`src/rtl/alu_shift_pipe.sv`:
```
// Two-stage shift/rotate pipeline with valid/ready handshake on both sides.
// Optional {carry, zero, negative} flags when ALU_SHIFT_FLAGS_EN is defined.
module alu_shift_pipe #(
    parameter int WIDTH = 16,
    localparam int AMT_W = $clog2(WIDTH)
) (
    input  logic             clk,
    input  logic             rst,
    input  logic             in_valid,
    output logic             in_ready,
    input  logic [WIDTH-1:0] operand1,
    input  logic [AMT_W-1:0] shift_amount,
    input  logic [2:0]       mode,
    output logic             out_valid,
    input  logic             out_ready,
`ifdef ALU_SHIFT_FLAGS_EN
    output logic [WIDTH-1:0] dout,
    output logic [2:0]       flags
);
`else
    output logic [WIDTH-1:0] dout
);
`endif

    localparam int HALF = AMT_W / 2;
    localparam logic [AMT_W-1:0] LO_MASK = AMT_W'((1 << HALF) - 1);

    localparam logic [2:0] MODE_ROR = 3'b000;
    localparam logic [2:0] MODE_ROL = 3'b001;
    localparam logic [2:0] MODE_LSL = 3'b010;
    localparam logic [2:0] MODE_LSR = 3'b011;
    localparam logic [2:0] MODE_ASR = 3'b100;

    // Rotates use a doubled word so a zero amount needs no special case.
    function automatic logic [WIDTH-1:0] shift_op(input logic [WIDTH-1:0] x,
                                                  input logic [2:0]       m,
                                                  input logic [AMT_W-1:0] n);
        logic [2*WIDTH-1:0] rot;
        logic [WIDTH-1:0]   res;
        res = x;
        rot = '0;
        case (m)
            MODE_ROR: begin
                rot = {x, x} >> n;
                res = rot[WIDTH-1:0];
            end
            MODE_ROL: begin
                rot = {x, x} << n;
                res = rot[2*WIDTH-1:WIDTH];
            end
            MODE_LSL: res = x << n;
            MODE_LSR: res = x >> n;
            MODE_ASR: res = $signed(x) >>> n;
            default:  res = x;
        endcase
        return res;
    endfunction

    logic             s1_valid;
    logic [WIDTH-1:0] s1_data;
    logic [2:0]       s1_mode;
    logic [AMT_W-1:0] s1_amt_lo;
    logic             s2_valid;
    logic             s2_adv;
    logic [AMT_W-1:0] amt_hi;
    logic [WIDTH-1:0] s1_result;
    logic [WIDTH-1:0] s2_result;

    assign s2_adv    = !s2_valid || out_ready;
    assign in_ready  = !s1_valid || s2_adv;
    assign out_valid = s2_valid;
    assign amt_hi    = shift_amount & ~LO_MASK;
    assign s1_result = shift_op(operand1, mode, amt_hi);
    assign s2_result = shift_op(s1_data, s1_mode, s1_amt_lo);

`ifdef ALU_SHIFT_FLAGS_EN
    // Last bit shifted out by a single shift stage; 0 for rotates and pass-through.
    function automatic logic shift_carry(input logic [WIDTH-1:0] x,
                                         input logic [2:0]       m,
                                         input logic [AMT_W-1:0] n);
        logic [WIDTH-1:0] t;
        logic             c;
        t = '0;
        c = 1'b0;
        if (n != '0) begin
            case (m)
                MODE_LSL: begin
                    t = x >> (WIDTH - int'(n));
                    c = t[0];
                end
                MODE_LSR, MODE_ASR: begin
                    t = x >> (int'(n) - 1);
                    c = t[0];
                end
                default: c = 1'b0;
            endcase
        end
        return c;
    endfunction

    logic s1_carry;
    logic s1_amt_nz;
    logic s1_carry_next;
    logic s2_carry;

    assign s1_carry_next = shift_carry(operand1, mode, amt_hi);

    // The final carry comes from stage 2 only if stage 2 actually shifted.
    always_comb begin
        s2_carry = 1'b0;
        case (s1_mode)
            MODE_ROR: s2_carry = s1_amt_nz & s2_result[WIDTH-1];
            MODE_ROL: s2_carry = s1_amt_nz & s2_result[0];
            MODE_LSL, MODE_LSR, MODE_ASR:
                s2_carry = (s1_amt_lo != '0) ? shift_carry(s1_data, s1_mode, s1_amt_lo)
                                             : s1_carry;
            default:  s2_carry = 1'b0;
        endcase
    end

    always_ff @(posedge clk) begin
        if (rst) begin
            s1_carry  <= 1'b0;
            s1_amt_nz <= 1'b0;
            flags     <= '0;
        end else begin
            if (s2_adv && s1_valid) begin
                flags <= {s2_carry, (s2_result == '0), s2_result[WIDTH-1]};
            end
            if (in_ready && in_valid) begin
                s1_carry  <= s1_carry_next;
                s1_amt_nz <= (shift_amount != '0);
            end
        end
    end
`endif

    always_ff @(posedge clk) begin
        if (rst) begin
            s1_valid  <= 1'b0;
            s2_valid  <= 1'b0;
            s1_data   <= '0;
            s1_mode   <= '0;
            s1_amt_lo <= '0;
            dout      <= '0;
        end else begin
            if (s2_adv) begin
                s2_valid <= s1_valid;
                if (s1_valid) begin
                    dout <= s2_result;
                end
            end
            if (in_ready) begin
                s1_valid <= in_valid;
                if (in_valid) begin
                    s1_data   <= s1_result;
                    s1_mode   <= mode;
                    s1_amt_lo <= shift_amount & LO_MASK;
                end
            end
        end
    end

endmodule

```
`config.mk`:
```
export PLATFORM = sky130hd
export DESIGN_NAME = alu_shift_pipe
export DESIGN_NICKNAME = d
export VERILOG_FILES = /design/src/rtl/alu_shift_pipe.sv
export SDC_FILE = /design/constraint.sdc
export NUM_CORES = 1
export LEC_CHECK = 0
export CAP_MARGIN = 10
export CORE_MARGIN = 10
export CORE_UTILIZATION = 45
export CTS_BUF_LIST = sky130_fd_sc_hd__clkbuf_8
export DETAILED_ROUTE_END_ITERATION = 12
export PLACE_DENSITY_LB_ADDON = 0.25
export REMOVE_ABC_BUFFERS = 1
export SLEW_MARGIN = 20
export SYNTH_ARGS = -nofsm -noshare
export SYNTH_HDL_FRONTEND = slang
export SYNTH_SLANG_ARGS = --single-unit
```
`constraint.sdc`:
```
create_clock -name clk -period 2.1 [get_ports clk]
set_clock_uncertainty 0.05 [all_clocks]
set_input_delay 0.525 -clock clk [delete_from_list [all_inputs] [get_ports clk]]
set_output_delay 0.525 -clock clk [all_outputs]
set_load 0.02 [all_outputs]
```
==> impl_results.md, run 1 <==
- Status: complete, no violations
- Synth warn: 0
- CP Class: in -> out
- Initial antenna violation count: 0
- Pwr/cell area: 449.4 nW/um2
- Max H-tree Level: 2
- CP Max Fanout: 3
- DIE AREA: 12910 um2
- Fillers: roughly 840
- Post-synth top area cell: dfxtp_1
- Fin. Hold Viols: 0
- Final setup fails: 0
- IO Port Bufs: 44
- Async SR Flop Fraction: 0
- DRC Markers: 0
- Sink Count: 39
- Antenna diodes: 0
- Final period util: 0.9710
- Post-synth EDFFs: 0
- Final Cell Area: 5440 um2
- Slew Limit Headroom: 0.6420
- Cells after Synth: 556
- FP Rows: 34
- Max-slew violation count: 0
- Core footprint: between 8000 and 9000 um2
- Die W: between 100 and 150 um
- Global-route wire length before repair: around 25000 um
- Critical Path RT: approximately 1.5 ns
- Final min period: 2.039 ns
- Maxcap violations: 0
- Ys flop type: dfxtp_1
- Post-layout nets: approximately 700
- Vias per std cell: slightly above 6
- Actual slew at the worst max-slew pin: between 0.5 and 0.6 ns
- Cell area after synthesis: between 3000 and 4000 um2
- VDD IR-drop max: approximately 0.21 mV
- Root buf cell: clkbuf_8
- RSZ-0062 raised after global routing: false
- Worst Setup SP: out_ready
- R2R setup slack: around 0.18 ns
- P&R area growth vs syn: 37.99%
- Gpl congestion: about 1.0
- CP Cell Sequence: clkdlybuf4s50_1, nand3b_1, clkdlybuf4s15_1
- CP endpoint: in_ready
- Vias: between 4000 and 5000
- Area contributors post-synth: dfxtp_1 (20%), a21oi_1 (6.6%), mux2i_1 (6.6%)
- Number of CTS-inserted buffers: 5
- Post-synthesis area per instance: a little over 7 um2
- Final hold slack: just over 0.4 ns
- Delay of the slowest critical-path stage: roughly 0.46 ns
- Critical Path AT: 1.46 ns
- Placement Cell Area: 5215 um2
- First-pass DRT Iterations: 5
- Fmax: 490.4 MHz
- Iteration-0 DRC Markers: roughly 480
- Grt ovf: 0
- Pleak: ~2.2 nW
- Reg2reg end: dout[10]$_SDFFE_PP0P_
- Yosys reg bits: 39
- Fin util: 0.6300
- Initial core utilization: 0.4565
- Seq/Total Area, Yosys: 0.1980
- FF-to-FF Start: s1_mode[1]$_SDFFE_PP0P_
- Setup TNS: 0 ns
- Gr usage total: 0.2383
- Post-synthesis cell type count: 66
- Wire length per cell: 20.42 um
- Post-detail-place hpwl: ~13000 um
- Top-area cell type share of the netlist area: 0.1980
- Layout cells sized above 1: 0.2389
- Antenna-violating nets left: 0
- Tightest Hold Check Type: reg -> reg
- R2R depth: 6
- CTS tree: yes
- I/O Pins: 45
- Worst path slowest cell: clkdlybuf4s50_1
- Startpoint Class: primary input
- Clock buffer depth: 2
- Vias in the first global route: ~4700
- Die height: approximately 110 um
- Skew-Pair Late Insertion Delay: roughly 0.29 ns
- CTS clk-pin slew, worst paths: 0.08 ns
- Worst setup EP type: output port
- Pin count of the biggest net entering global routing: 27
- Routed wire length: between 15000 and 20000 um
final cells by class:
class,count,area (um2),share of cell area
Multi-Input combinational cell,452,2922,0.5370
Timing Repair Buffer,163,1460,0.2684
Clock inverter,3,12.51,0.002300
Clock buffer,5,68.82,0.01265
Tap cell,108,135.1,0.02484
Sequential cell,39,782.0,0.1437
Inverter,16,60.06,0.01104
where the power goes:
part / switching, mW / internal [mW] / total [mW] / leakage, nW
clock network: 0.270 / 0.224 / 0.494 / 0.0505
registers: 0.0849 / 0.793 / 0.877 / 0.321
logic: 0.566 / 0.508 / 1.07 / 1.86
total: 0.920 / 1.52 / 2.44 / 2.23
how the worst min path moves through the flow:
stage,startpoint,to,slack (ns),depth (start not counted)
CTS,dout[8]$_SDFFE_PP0P_,dout[8]$_SDFFE_PP0P_,0.41,2
finish,dout[8]$_SDFFE_PP0P_,dout[8]$_SDFFE_PP0P_,0.40,2
detailed placement,dout[8]$_SDFFE_PP0P_,dout[8]$_SDFFE_PP0P_,0.39,2
floorplan,s1_valid$_SDFFE_PP0N_,out_valid$_SDFFE_PP0P_,0.40,2
global placement,dout[10]$_SDFFE_PP0P_,dout[10]$_SDFFE_PP0P_,0.38,1
global route,dout[12]$_SDFFE_PP0P_,dout[12]$_SDFFE_PP0P_,0.44,2
worst max-delay path, delay by kind of cell:
kind                   cells  cell delay [ns]
buffers and inverters      2             0.79
AND/OR/NAND/NOR            1             0.15
synth_stat cells, types with 14 or more instances:
cell	count
nor2_1	61
buf_2	25
mux2i_1	26
a211oi_1	18
o21ai_0	30
nand2b_1	16
o22ai_1	14
nand2_1	66
clkbuf_1	18
dfxtp_1	39
a21oi_1	52
kinds of logic (layout without fill, tap and decap cells):
family | Yosys count | in the layout | synth area share
flops | 39 | 39 | 0.1980
simple gates | 213 | 213 | 0.2555
xor+xnor | 2 | 2 | 0.006349
mux | 38 | 38 | 0.1174
buf+inv | 65 | 187 | 0.07553
compound gates | 199 | 199 | 0.3472
metal layers:
| layer | share of wire | up-vias | GRT usage |
|---|---|---|---|
| met3 | 0.053 | 51 | 0.03255 |
| li1 | - | 2332 | - |
| met5 | 0 | - | 0 |
| met1 | 0.41 | 2294 | 0.2871 |
| met2 | 0.49 | 221 | 0.4074 |
| met4 | 0.043 | 0 | 0.1142 |
metrics by stage:
stage	power, mW	cells	setup WS, ns
6_report	2.445	786	0.06092
3_3_place_gp	1.909	775	-0.4070
2_1_floorplan	1.369	507	-0.4745
5_1_grt	2.569	786	0.005490
3_5_place_dp	1.914	775	-0.4120
4_1_cts	2.429	784	0.001697
cells in the final DEF (no fill, tap or decap), types with 15 or more instances in the layout:
| cell type | instances |
|---|---|
| buf_4 | 108 |
| a21oi_1 | 51 |
| o21ai_0 | 28 |
| inv_1 | 15 |
| dfxtp_1 | 38 |
| nor2_1 | 61 |
| clkdlybuf4s50_1 | 36 |
| a211oi_1 | 18 |
| nand2_1 | 66 |
| mux2i_1 | 26 |
| nand2b_1 | 15 |
repair_timing:
item / in CTS / in global routing
pin swaps: 0 / 3
setup endpoints to repair: 11 / 16
setup buffers: 0 / 1
gates cloned: 1 / 1
gates resized for setup: 12 / 14
hold buffers: 0 / 0
flip-flops by register name, indices dropped and copies added, names as in the netlist:
name,count
dout,16
s1_data,16
s1_mode,3
s1_amt_lo,2
out_valid,1
s1_valid,1
(Power assumes the default switching activity.)
==> run 2, diff against run 1 <==
--- a/config.mk
+++ b/config.mk
@@ -5,10 +5,12 @@
 export SDC_FILE = /design/constraint.sdc
 export NUM_CORES = 1
 export LEC_CHECK = 0
+export ABC_AREA = 1
 export CAP_MARGIN = 10
 export CORE_MARGIN = 10
 export CORE_UTILIZATION = 45
 export CTS_BUF_LIST = sky130_fd_sc_hd__clkbuf_8
+export CTS_CLUSTER_SIZE = 14
 export DETAILED_ROUTE_END_ITERATION = 12
 export PLACE_DENSITY_LB_ADDON = 0.25
 export REMOVE_ABC_BUFFERS = 1
==> run 2 against run 1 <==
  * Register-to-register slack better by 0.24 ns
  * Combinational power down 12%
  * Highest routed layer unchanged
  * Fmax is 1.3% higher
  * Hold slack better by 0.011 ns
  * First-iteration DRC count is 37% lower
  * Clock power is 2% higher
  * Critical endpoint unchanged
  * Via count decreased by 1.4%
  * Count of clock-buffer cells in the layout stayed put
==> impl_results.md, run 2 <==
- Sink Count: 39 (unchanged)
- Global-route wire length before repair: 21750 um (-14%)
- Vias per std cell: 5.543 (-11%)
- RSZ-0062 raised after global routing: false
- Initial core utilization: 0.4660 (+0.009469)
- Startpoint Class: primary input
- DRC Markers: 0 (unchanged)
- Root buf cell: clkbuf_8
- Max H-tree Level: 2 (unchanged)
- Commonest cells post-synth: nand2_1 (264), nand3_1 (99), nor2_1 (60), a21oi_1 (59), o21ai_0 (51)
- Fmax: 496.8 MHz (+1.3%)
- CTS clk-pin slew, worst paths: 0.08 ns (about the same)
- Post_cts resized: 1 (-11)
- Pwr Total: 2.288 mW (-6.4%)
- Most frequent cell after synthesis: nand2_1
- I/O Pins: 45 (unchanged)
- Final period util: 0.9585 (-0.01248)
- Pleak: 2.205 nW (-1.1%)
- Commonest non-fill, non-tap cell in the layout: nand2_1
- Worst path slowest cell: clkdlybuf4s50_1
- Post-synth EDFFs: 0 (unchanged)
- Fin. Hold Viols: 0 (unchanged)
- Post-synthesis cell type count: 37 (-44%)
- CP Max Fanout: 2 (-1)
- Die W: 112.7 um (-0.79%)
- Maxcap violations: 0 (unchanged)
- Die height: 112.7 um (-0.79%)
- Async SR Flop Fraction: 0 (unchanged)
- Buffers plus inverters on the worst setup path: 3 (+1)
- Initial antenna violation count: 0 (unchanged)
- Slew Limit Headroom: 0.6422 (about the same)
- Status: complete, no violations
- P&R area growth vs syn: 21.45%
- Ys flop type: dfxtp_1
- Iteration-0 DRC Markers: 300 (-37%)
- Synth warn: 0 (unchanged)
- Post-layout nets: 792 (+13%)
- FP Rows: 33 (-2.9%)
- Core footprint: 8299 um2 (-3.9%)
- Routed wire length: 12630 um (-21%)
- Yosys reg bits: 39 (unchanged)
- Post-synthesis area per instance: 5.424 um2 (-24%)
- Biggest regs: dout (16), s1_data (16), s1_mode (3)
- Max-slew violation count: 0 (unchanged)
- Vias: 4828 (-1.4%)
- CTS tree: yes
- Number of CTS-inserted buffers: 5 (unchanged)
- Final Cell Area: 4697 um2 (-14%)
- Fin util: 0.5660 (-0.06400)
- Final min period: 2.013 ns (-0.02621 ns)
- Fillers: 846 (+1.2%)
- Critical Path AT: 1.44 ns (-0.02 ns)
- Worst setup EP type: output port
- Seq/Total Area, Yosys: 0.2019 (+0.003844)
- Actual slew at the worst max-slew pin: 0.5354 ns (+0.003986 ns)
- Commonest non-fill, non-tap cells in the layout: nand2_1 (264), nand3_1 (99), nor2_1 (60)
- Place WS: -0.1964 ns (+0.2156 ns)
- Post-detail-place hpwl: 9763 um (-24%)
- Cell area after synthesis: 3867 um2 (-1.9%)
- Cells after Synth: 713 (+28%)
- Antenna diodes: 0 (unchanged)
- Grt ovf: 0 (unchanged)
- Clock buffer depth: 2 (unchanged)
- CP Cell Sequence: clkdlybuf4s50_1, inv_1, nand3_1, dlygate4sd2_1
- Gr usage total: 0.1964 (-0.04194)
- Skew-Pair Late Insertion Delay: 0.30 ns (about the same)
- Pwr/cell area: 487.1 nW/um2 (+8.4%)
- CP Class: in -> out
- Final setup fails: 0 (unchanged)
- Post-synth top area cell: nand2_1
- Post-Layout Cell Count: 871 (+11%)
- Dpl cells: 863 (+11%)
- Top-area cell type share of the netlist area: 0.2562 (+0.05820)
- Gpl congestion: 0.9585 (-4.7%)
- Post-CTS Setup Inserts: 0 (unchanged)
- Antenna-violating nets left: 0 (unchanged)
- IO Port Bufs: 44 (unchanged)
- Setup ws final: 0.08714 ns (+0.02621 ns)
- Pin count of the biggest net entering global routing: 36 (+33%)
- Post-CTS Hold Buffers: 0 (unchanged)
- Critical Path RT: 1.52 ns (about the same)
- First-pass DRT Iterations: 7 (+2)
- Vias in the first global route: 4575 (-3.4%)
- Delay-heaviest family, CP: buffers and inverters
- Tightest Hold Check Type: reg -> reg
- Wire length per cell: 14.50 um (-29%)
- Delay of the slowest critical-path stage: 0.45 ns (about the same)
- DIE AREA: 12700 um2 (-1.6%)
- Layout cells sized above 1: 0.09530 (-0.1436)
- VDD IR-drop max: 0.2343 mV (+11%)
- Placement Cell Area: 4613 um2 (-12%)
- Area contributors post-synth: nand2_1 (26%), dfxtp_1 (20%), nand3_1 (13%)
==> run 2: kinds of logic after synthesis <==
kind of cell	Yosys count	share of synthesized area
buffers and inverters	97	0.1187
AOI/OAI and AO/OA	135	0.1944
DFF	39	0.2019
and+or+nand+nor	442	0.4850
==> run 2: final timing paths <==
kind,from,end,slack [ns],cells past startpoint
worst max-delay path,out_ready,in_ready,0.09,4
worst min-delay path,dout[9]$_SDFFE_PP0P_,dout[9]$_SDFFE_PP0P_,0.41,2
worst min register to register,dout[9]$_SDFFE_PP0P_,dout[9]$_SDFFE_PP0P_,0.41,2
worst max register to register,s1_mode[2]$_SDFFE_PP0P_,dout[11]$_SDFFE_PP0P_,0.42,7
==> run 2: tightest hold or removal path: stages (launching register included) <==
cell     delay, ns
dfxtp_1       0.31
nand2_1       0.06
a21oi_1       0.05
==> run 2: final cells by class <==
type / instances / area, um2 / area share
multi-input combinational: 577 / 2628 / 0.5594
timing repair buffer: 86 / 854.6 / 0.1819
sequential: 39 / 780.7 / 0.1662
inverter: 56 / 217.7 / 0.04635
tap: 105 / 131.4 / 0.02797
clock buffer: 5 / 68.82 / 0.01465
clock inverter: 3 / 16.27 / 0.003463
==> run 2: routing by layer <==
| metal | part of all wire | global-route usage | up-vias |
|---|---|---|---|
| li1 | - | - | 2421 |
| met1 | 0.41 | 0.2467 | 2170 |
| met2 | 0.48 | 0.3372 | 208 |
| met3 | 0.076 | 0.02166 | 29 |
| met4 | 0.030 | 0.07107 | 0 |
| met5 | 0 | 0 | - |
==> run 2: per-stage QoR <==
step | TNS [ns] | hold slack (ns)
after detailed placement | -1.571 | 0.4039
after global placement | -1.364 | 0.4012
final | 0 | 0.4148
after global routing | 0 | 0.4392
after floorplan | 0 | 0.4006
after CTS | 0 | 0.4161
==> run 2: report_power, final <==
part | switching (mW) | total (mW) | leakage, nW | internal, mW
sequential | 0.0497 | 0.841 | 0.321 | 0.791
combinational | 0.572 | 0.945 | 1.84 | 0.373
clock | 0.274 | 0.502 | 0.0453 | 0.227
==> run 3, diff against run 2 <==
--- a/config.mk
+++ b/config.mk
@@ -7,11 +7,13 @@
 export LEC_CHECK = 0
 export ABC_AREA = 1
 export CAP_MARGIN = 10
+export CORE_ASPECT_RATIO = 2
 export CORE_MARGIN = 10
 export CORE_UTILIZATION = 45
 export CTS_BUF_LIST = sky130_fd_sc_hd__clkbuf_8
 export CTS_CLUSTER_SIZE = 14
 export DETAILED_ROUTE_END_ITERATION = 12
+export GPL_TIMING_DRIVEN = 0
 export PLACE_DENSITY_LB_ADDON = 0.25
 export REMOVE_ABC_BUFFERS = 1
 export SLEW_MARGIN = 20
==> run 3 against run 2 <==
  * Non-clock buffer count fell by 42
  * First-iteration DRC count increased by 17%
  * Critical path depth is 4 higher
  * Via count is 1.3% lower
  * Flip-flop and latch count is the same
  * Fmax rose by 1.2%
  * Cell count shrank 5.5%
  * Global-route usage up 0.69 points
  * Sequential power up 2.5%
==> impl_results.md, run 3 (same netlist as run 2, synthesis figures left out) <==
- Antenna-violating nets left: 0 (unchanged)
- Switching share of power: 0.3822 (-0.009496)
- Post-CTS Hold Buffers: 0 (unchanged)
- FP Rows: 47 (+42%)
- Logic pwr share: 0.356 (-0.057)
- R2R setup slack: 0.19 ns (-0.23 ns)
- Pwr Total: 2.383 mW (+4.1%)
- Max H-tree Level: 2 (unchanged)
- Gpl congestion: 0.9526 (-0.62%)
- Internal power: 1.472 mW (+5.8%)
- Startpoint Class: primary input
- Gr usage total: 0.2033 (+0.006903)
- Post-layout nets: 751 (-5.2%)
- Fmax: 503.0 MHz (+1.2%)
- R2R depth: 7 (unchanged)
- Post-CTS Setup Inserts: 0 (unchanged)
- Routed wire length: 13320 um (+5.5%)
- Grt ovf: 0 (unchanged)
- Number of CTS-inserted buffers: 5 (unchanged)
- Hold endpoint: dout[6]$_SDFFE_PP0P_
- FF-to-FF Start: s1_amt_lo[1]$_SDFFE_PP0P_
- IO Port Bufs: 44 (unchanged)
- Pleak: 1.991 nW (-9.7%)
- NetSw: 910.6 uW (+1.6%)
- Antenna diodes: 0 (unchanged)
- First-pass DRT Iterations: 6 (-1)
- Worst hold start: dout[6]$_SDFFE_PP0P_
- Commonest non-fill, non-tap cell in the layout: nand2_1
- Die height: 151.1 um (+34%)
- Status: complete, no violations
- Post-detail-place hpwl: 9869 um (+1.1%)
- Vias in the first global route: 4692 (+2.6%)
- Sink Count: 39 (unchanged)
- Fin. Hold Viols: 0 (unchanged)
- Final period util: 0.9467 (-0.01182)
- CTS clk-pin slew, worst paths: 0.08 ns (about the same)
- Placement Cell Area: 4187 um2 (-9.2%)
- Maxcap violations: 0 (unchanged)
- Tightest Hold Check Type: reg -> reg
- Final min period: 1.988 ns (-0.02482 ns)
- Root buf cell: clkbuf_8
- I/O Pins: 45 (unchanged)
- Clock power share: 0.283 (+0.064)
- Actual slew at the worst max-slew pin: 0.7937 ns (+0.2583 ns)
- Final Cell Area: 4334 um2 (-7.7%)
- Reg2reg end: dout[0]$_SDFFE_PP0P_
- Slew Limit Headroom: 0.4708 (-0.1714)
- Vias: 4766 (-1.3%)
- Biggest regs: dout (16), s1_data (16), s1_mode (3)
- Core footprint: 8351 um2 (+0.62%)
- Critical Path RT: 2.22 ns (+0.70 ns)
- Post-Layout Cell Count: 823 (-5.5%)
- Wire length per cell: 16.19 um (+12%)
- RSZ-0062 raised after global routing: false
- Initial core utilization: 0.4631 (-0.002863)
- Clock buffer depth: 2 (unchanged)
- Vias per std cell: 5.791 (+4.5%)
- Flop pwr share: 0.362 (-0.006)
- P&R area growth vs syn: 12.07%
- DRC Markers: 0 (unchanged)
- Setup TNS: 0 ns (unchanged)
- Pin count of the biggest net entering global routing: 42 (+17%)
- Dpl cells: 814 (-5.7%)
- Die W: 85.55 um (-24%)
- Commonest non-fill, non-tap cells in the layout: nand2_1 (262), nand3_1 (99), nor2_1 (60)
- Max-slew violation count: 0 (unchanged)
- Initial antenna violation count: 0 (unchanged)
- Skew-Pair Late Insertion Delay: 0.31 ns (about the same)
- Worst setup EP type: flip-flop
- Hold Crit Depth: 2 (unchanged)
- DIE AREA: 12930 um2 (+1.8%)
- Pwr/cell area: 549.7 nW/um2 (+13%)
- VDD IR-drop max: 0.3533 mV (+51%)
- Layout cells sized above 1: 0.06345 (-0.03185)
- CTS tree: yes
- Final setup fails: 0 (unchanged)
- CP Max Fanout: 32 (+30)
- CP Class: in -> reg
- Iteration-0 DRC Markers: 350 (+17%)
- Critical Path AT: 2.11 ns (+0.67 ns)
- Global-route wire length before repair: 21700 um (-0.22%)
-- run 3: power groups by stage --
| stage | Clock, mW | Sequential, mW | Combinational, mW |
|---|---|---|---|
| after floorplan | 0 | 0.881 | 0.517 |
| after global placement | 0 | 0.873 | 0.827 |
| after detailed placement | 0 | 0.875 | 0.835 |
| after CTS | 0.683 | 0.860 | 0.837 |
| after global routing | 0.703 | 0.870 | 0.951 |
| final | 0.674 | 0.862 | 0.847 |
-- run 3: how the worst max path moves through the flow --
stage / from / endpoint / slack [ns] / cells past startpoint
floorplan: s1_amt_lo[1]$_SDFFE_PP0P_ / dout[2]$_SDFFE_PP0P_ / 0.007 / 7
CTS: shift_amount[2] / s1_data[3]$_SDFFE_PP0P_ / 0.00006 / 9
detailed placement: shift_amount[2] / s1_data[7]$_SDFFE_PP0P_ / -1.24 / 8
global route: s1_amt_lo[1]$_SDFFE_PP0P_ / dout[0]$_SDFFE_PP0P_ / 0.04 / 7
finish: shift_amount[3] / s1_data[14]$_SDFFE_PP0P_ / 0.11 / 8
global placement: shift_amount[2] / s1_data[7]$_SDFFE_PP0P_ / -1.26 / 8
-- run 3: layer usage --
layer  track usage  up-vias  share of wire
met5             0        -              0
li1              -     2346              -
met3       0.02905       71          0.052
met1        0.1857     2132           0.34
met2        0.3814      217           0.53
met4        0.1672        0          0.072
-- run 3: metrics by stage --
step,setup WS [ns],util,hold slack [ns]
final,0.1120,0.5190,0.4134
after global routing,0.03795,0.5190,0.4393
after CTS,0.00006439,0.5184,0.4185
after detailed placement,-1.243,0.5013,0.4059
after global placement,-1.262,0.5016,0.4017
after floorplan,0.006812,-,0.4006
-- run 3: critical path, cell delays in order --
cell             delay, ns
clkdlybuf4s15_2       0.64
nand2_1               0.15
nand3_1               0.32
nor2_1                0.09
a21oi_1               0.12
nand3_1               0.09
nand2_1               0.10
a21oi_1               0.06
-- run 3: cell type report --
cell class,instances,area (um2)
repair inverters,1,7.507
flip-flops and latches,39,788.3
inverters,56,234.0
multi-input cells,577,2638
well taps,98,122.6
clock buffers,6,82.58
fillers,929,4016
clock inverters,2,35.03
repair buffers,44,426.7
-- run 3: what timing repair did --
action                                  in CTS  in global routing
cloned                                       1                  0
endpoints found under the setup margin      34                 28
gates resized for setup                     22                 13
endpoints found under the hold margin        0                  0
